--- src/rtl/cm0_dap_cdc_recv_data.sv ---
// Receive-side controller for a 32-bit four-phase REQ/ACK crossing: REQ synchroniser, AND-mask enable,
// data capture, ACK return and a one-entry valid/ready buffer. CM0_DAP_CDC_SYNC3_EN selects a 3-flop REQ synchroniser.
module cm0_dap_cdc_recv_data #(
  parameter int PRESENT         = 1,
  parameter int SYNC_STAGES_MIN = 2
) (
  input  logic        DCLK,
  input  logic        DBGRESET,
  input  logic        REQ_ASYNC,
  output logic        MASKN,
  input  logic [31:0] MASKED_DATA,
  output logic        ACK,
  output logic [31:0] RDATA,
  output logic        RVALID,
  input  logic        RREADY
);

`ifdef CM0_DAP_CDC_SYNC3_EN
  localparam int SYNC_REQ = 3;
`else
  localparam int SYNC_REQ = 2;
`endif
  // Depth never drops below the documented minimum.
  localparam int SYNC_STAGES = (SYNC_REQ > SYNC_STAGES_MIN) ? SYNC_REQ : SYNC_STAGES_MIN;

  generate
    if (PRESENT != 0) begin : g_present
      // state | meaning
      // IDLE  | mask closed, waiting for a fresh req_s with the buffer free
      // OPEN  | mask open, data settling, not sampled
      // CAPT  | mask open, word captured at the end of this cycle
      // HOLD  | mask closed, ACK high, waiting for req_s to fall
      typedef enum logic [1:0] {IDLE, OPEN, CAPT, HOLD} state_t;

      state_t                 state_q, state_d;
      logic [SYNC_STAGES-1:0] req_sync_q;
      logic                   req_s;
      logic                   edge_blk_q;
      logic                   maskn_q, maskn_d;
      logic                   ack_q, ack_d;
      logic                   rvalid_q;
      logic [31:0]            rdata_q;
      logic                   buf_free;
      logic                   capt;

      assign req_s    = req_sync_q[SYNC_STAGES-1];
      assign buf_free = !rvalid_q || RREADY;
      assign capt     = (state_q == CAPT);

      always_comb begin
        state_d = state_q;
        case (state_q)
          IDLE:    if (req_s && !edge_blk_q && buf_free) state_d = OPEN;
          OPEN:    state_d = CAPT;
          CAPT:    state_d = HOLD;
          HOLD:    if (!req_s) state_d = IDLE;
          default: state_d = IDLE;
        endcase
        maskn_d = (state_d == OPEN) || (state_d == CAPT);
        ack_d   = (state_d == HOLD);
      end

      always_ff @(posedge DCLK) begin
        if (DBGRESET) begin
          req_sync_q <= '0;
          state_q    <= IDLE;
          edge_blk_q <= 1'b0;
          maskn_q    <= 1'b0;
          ack_q      <= 1'b0;
          rvalid_q   <= 1'b0;
          rdata_q    <= '0;
        end else begin
          req_sync_q <= {req_sync_q[SYNC_STAGES-2:0], REQ_ASYNC};
          state_q    <= state_d;
          maskn_q    <= maskn_d;
          ack_q      <= ack_d;
          // A transfer needs req_s to be seen low before the next one may start.
          if (!req_s)
            edge_blk_q <= 1'b0;
          else if (state_q == HOLD)
            edge_blk_q <= 1'b1;
          if (capt)
            rvalid_q <= 1'b1;
          else if (rvalid_q && RREADY)
            rvalid_q <= 1'b0;
          if (capt)
            rdata_q <= MASKED_DATA;
        end
      end

      assign MASKN  = maskn_q;
      assign ACK    = ack_q;
      assign RVALID = rvalid_q;
      assign RDATA  = rdata_q;
    end else begin : g_absent
      assign MASKN  = 1'b0;
      assign ACK    = 1'b0;
      assign RVALID = 1'b0;
      assign RDATA  = '0;
    end
  endgenerate

endmodule

--- config.mk ---
export PLATFORM = sky130hd
export DESIGN_NAME = cm0_dap_cdc_recv_data
export DESIGN_NICKNAME = d
export VERILOG_FILES = /design/src/rtl/cm0_dap_cdc_recv_data.sv
export SDC_FILE = /design/constraint.sdc
export NUM_CORES = 1
export LEC_CHECK = 0
export BUFFER_PORTS_ARGS = -buffer_cell sky130_fd_sc_hd__buf_2
export CORE_MARGIN = 4
export CORE_UTILIZATION = 45
export CTS_BUF_LIST = sky130_fd_sc_hd__clkbuf_8
export DETAILED_ROUTE_END_ITERATION = 10
export PLACE_DENSITY_LB_ADDON = 0.25
export SLEW_MARGIN = 20
export SYNTH_ARGS = -nofsm -noshare
export SYNTH_HDL_FRONTEND = slang
export SYNTH_SLANG_ARGS = --single-unit
--- constraint.sdc ---
create_clock -name DCLK -period 3.9 [get_ports DCLK]
set_input_delay 0.195 -clock DCLK [delete_from_list [all_inputs] [get_ports DCLK]]
set_output_delay 0.195 -clock DCLK [all_outputs]
set_load 0.05 [all_outputs]
After elaboration in Yosys (flattened, before gate mapping) --
Index checks and enable logic that the tools add are counted.
Word-level totals: register bits 40, bits of input ports 36, logic and storage cells 29, output and inout port bits 35
Cells by class: multiplexer cells 5, equality and inequality tests 6, bitwise operators 1, reductions and logical operators 10
Operators by type and width (number):
- $eq A2 B2 Y1 const B | 4
- $pmux W2 S4 | 1
- $eq A2 B1 Y1 const B | 2
- $mux W2 | 2
- $logic_and A1 B1 Y1 | 3
- $logic_not A1 Y1 | 2
- $logic_not A2 Y1 | 1
- $logic_or A1 B1 Y1 | 2
- $mux W1 | 2
- $reduce_bool A2 Y1 | 1
- $reduce_or A2 Y1 | 1
- $not A1 Y1 | 1

Longest topological paths before layout --
depth in word-level cells 7, gate-level depth with buffers 6, gate-level depth less buffers 5

Worst setup path after synthesis --
OpenSTA, ideal clock, no wires.
kind register to register, start reg g_present.rvalid_q (netlist: RVALID), end reg g_present.maskn_q (netlist: MASKN), cell stages (with the launch flop) 6, path buffers 0, setup slack 2435 ps, clock period less this slack 1465 ps, library setup time 129 ps, required time 3771 ps, arrival time 1335 ps, cell sequence dfxtp_1 > nand2b_1 > a21oi_1 > nor2_1 > ha_1 > nor2b_1
On the way: word-level cells in the longest chain between the ends 7, elaborated cells on any way between the ends 8, classes of those cells eq/ne: 2; mux: 2; reduce/logical: 4
RTL lines:
- start: declaration | line 41 | logic rvalid_q;
- start signal: assignment | line 70 | rvalid_q <= 1'b0;
- start signal: assignment | line 83 | rvalid_q <= 1'b1;
- start signal: assignment | line 85 | rvalid_q <= 1'b0;
- $logic_not A1 Y1 * | line 47 | assign buf_free = !rvalid_q || RREADY;
- $logic_or A1 B1 Y1 * | line 47
- $logic_and A1 B1 Y1 * | line 53 | IDLE: if (req_s && !edge_blk_q && buf_free) state_d = OPEN;
- $mux W2 * | line 53
- $pmux W2 S4 * | line 52 | case (state_q)
- net g_present.state_d[0] | line 35 | state_t state_q, state_d;
- $eq A2 B1 Y1 / $eq A2 B2 Y1 (equally long branches) | line 59 | maskn_d = (state_d == OPEN) || (state_d == CAPT);
- $logic_or A1 B1 Y1 * | line 59
- net g_present.maskn_d | line 39 | logic maskn_q, maskn_d;
- end signal: assignment | line 75 | maskn_q <= maskn_d;
- end: declaration | line 39
The timed path passes the listed nets; every way through them passes the cells marked *. A chain may end at the register's enable or synchronous reset.

Worst setup path in the final report --
start reg g_present.state_q[1], end reg g_present.maskn_q (netlist: MASKN)
On the way: word-level cells in the longest chain between the ends 4, elaborated cells on any way between the ends 10, classes of those cells eq/ne: 5; mux: 3; reduce/logical: 2
RTL lines:
- start: declaration | line 35
- start signal: assignment | line 74 | state_q <= state_d;
- $eq A2 B2 Y1, or another cell as far along | line 52
- $pmux W2 S4 * | line 52
- net g_present.state_d[0] | line 35
- $eq A2 B1 Y1 / $eq A2 B2 Y1 (equally long branches) | line 59
- $logic_or A1 B1 Y1 * | line 59
- net g_present.maskn_d | line 39
Marks and branches as above.

==> flow_summary.ini <==
[place]
place_ws_ns = 2.19
dp_hpwl_mm = 2.17
dp.cells = 271
place.gp.congestion = 0.728
numPortBuffers = 70
placed_cell_area_um2 = 1750

[setup_path]
crit_fanout = 33
cpMaxStageDelayCell = and2b_2
critPathMaxStageDelay_ns = 0.56
worst_path_dominant_cell_family = simple AND/OR/NAND/NOR gates
cp_common_cell = nor2_1
arrival_ns = 1.84
cp-end-kind = flip-flop
crit_type = flip-flop to flip-flop
cp.required_ns = 4.05
cp-start-kind = flip-flop
worst-path-buf-inv = 0
crit_path_cell_trace = and2b_2, nor2_1, nor2_1, ha_1, nor2b_1

[global_route]
grt_overflow_total = 0
grt_pass1_wl_mm = 4.95
grt_usage = 0.153
grt_pass1_vias = 1111
antenna_found_initial = 0
grt_max_degree = 41

[floorplan]
initial_utilization = 0.470
rows = 20
io_pins = 71
fp.dieW_um = 64.5
dieHeight_um = 64.5
die-area_um2 = 4160
core_area_um2 = 3050

[route]
ant_nets = 0
drt_wl_total_mm = 3.12
dr_total_vias = 1250
viasPerCell = 4.48
first_pass_iters = 4
remaining_drc_errors = 0
dr.first_iter.drc_count = 65
routedWlPerCell_um = 11.2

[clocking]
clock_sinks = 40
cts_tree = built
cts_resized = 0
cts.path.max_buffers = 2
clk_latency_ns = 0.28
post_cts_buffers = 0
htree_levels = 2
numCtsBuffers = 5
cts_root_buffer = clkbuf_8
path_clk_slew_ns = 0.07
cts_hold_buffers = 0

[yosys]
yosys_warnings = 0
synth_area_per_cell_um2 = 8.49
ys_ff_latch = 40
syn_inst = 169
synth_cell_types = 16
synth_nets = 206
ys_seq_area_frac = 0.558
synth_area_um2 = 1440

[sta]
worst_pin_slew_ns = 0.745
setup_viol = 0
setup_ws_ns = 2.20
min_period_over_period = 0.435
finalSetupTns_ns = 0
post-route-min-period_ns = 1.70
slew_headroom = 0.503
max_freq_mhz = 589
rsz0062_at_grt = no
hold_viol_final = 0
skew_ns = 0.00309
drv_slew = 0

[finish]
drive_gt1_frac = 0.353
n_antenna_cell = 0
nets = 271
area_delta_synth_final_pct = 27.9
design_area_um2 = 1840
fillers = 319
instances_no_fill = 279

[pwr]
power_mw = 0.842
power_density_nw_per_um2 = 459
p_leak_nw = 0.835
vdd_ir_drop_max_mv = 0.242

[status]
status = finished clean

[min_path]
hold_path.class = primary input to flip-flop

[flow_run]
maxCapViolCount = 0
## flip-flops by register name, summed over array words and instances, names as in the netlist
signal and cells:
g_present.state_q 2, MASKN 1, RVALID 1, g_present.req_sync_q 2, ACK 1, g_present.edge_blk_q 1, RDATA 32
## kinds of logic (layout without fill, tap and decap cells)
kind of cell	count (synthesis)	after routing	synth area share
AOI/OAI and AO/OA	35	35	0.135
adders and majority gates	1	1	0.00872
buffers and inverters	12	78	0.0680
DFF	40	40	0.558
and+or+nand+nor	81	81	0.230
## synthesized netlist by cell type
cell	count	area (um^2)
a21oi_1	30	150
a21oi_2	5	43.8
and2b_2	1	8.76
buf_1	1	3.75
buf_4	4	30.0
buf_6	1	11.3
clkbuf_1	3	11.3
clkbuf_8	3	41.3
dfxtp_1	40	801
ha_1	1	12.5
nand2_1	65	244
nand2b_1	2	12.5
nor2_1	6	22.5
nor2b_1	4	25.0
nor3_1	2	10.0
nor3b_1	1	7.51
## cells in the final DEF (no fill, tap or decap), drive strengths merged
cell type,count
inv,2
a21oi,35
nand2b,2
nor3,2
ha,1
nor2,6
dfxtp,40
and2b,1
buf,70
clkbuf,6
nor3b,1
nor2b,4
nand2,65
## through the flow
stage | hold WS, ns | utilization
after floorplan | 0.323 | -
after global placement | 0.407 | 0.571
after detailed placement | 0.413 | 0.572
after CTS | 0.114 | 0.601
after global routing | 0.123 | 0.601
final | 0.120 | 0.601
## worst register-to-register path: stages, from the launching register on
cell and delay [ns]:
dfxtp_1 0.42, and2b_2 0.56, nor2_1 0.11, nor2_1 0.12
ha_1 0.23, nor2b_1 0.12
## path summary, 6_finish.rpt
kind / from / end / slack [ns] / cells after the start
setup / recovery: g_present.state_q[1]$_SDFF_PP0_ / MASKN$_SDFF_PP0_ / 2.20 / 5
hold / removal: REQ_ASYNC / g_present.req_sync_q[0]$_SDFF_PP0_ / 0.12 / 2
setup reg to reg: g_present.state_q[1]$_SDFF_PP0_ / MASKN$_SDFF_PP0_ / 2.20 / 5
hold reg to reg: g_present.req_sync_q[0]$_SDFF_PP0_ / g_present.req_sync_q[1]$_SDFF_PP0_ / 0.44 / 1
## per-layer routing
metal	global-route usage	vias up	share of wire
met5	0	-	0
met3	0.0555	5	0.069
li1	-	665	-
met4	0.0660	0	0.014
met1	0.176	545	0.44
met2	0.255	35	0.48
## where the power goes
group / switching, mW / total (mW) / internal, mW
Clock: 0.128 / 0.266 / 0.139
Combinational: 0.100 / 0.139 / 0.0384
Sequential: 0.00959 / 0.437 / 0.427
Total: 0.237 / 0.842 / 0.604
## area by class of cell
cell class	count	area, um^2	share of cell area
Clock buffer	6	82.6	0.0450
Clock inverter	2	7.51	0.00409
Multi-Input combinational cell	117	539	0.294
Sequential cell	40	801	0.436
Tap cell	44	55.1	0.0300
Timing Repair Buffer	70	350	0.191
Power figures use the tool's default switching activity.
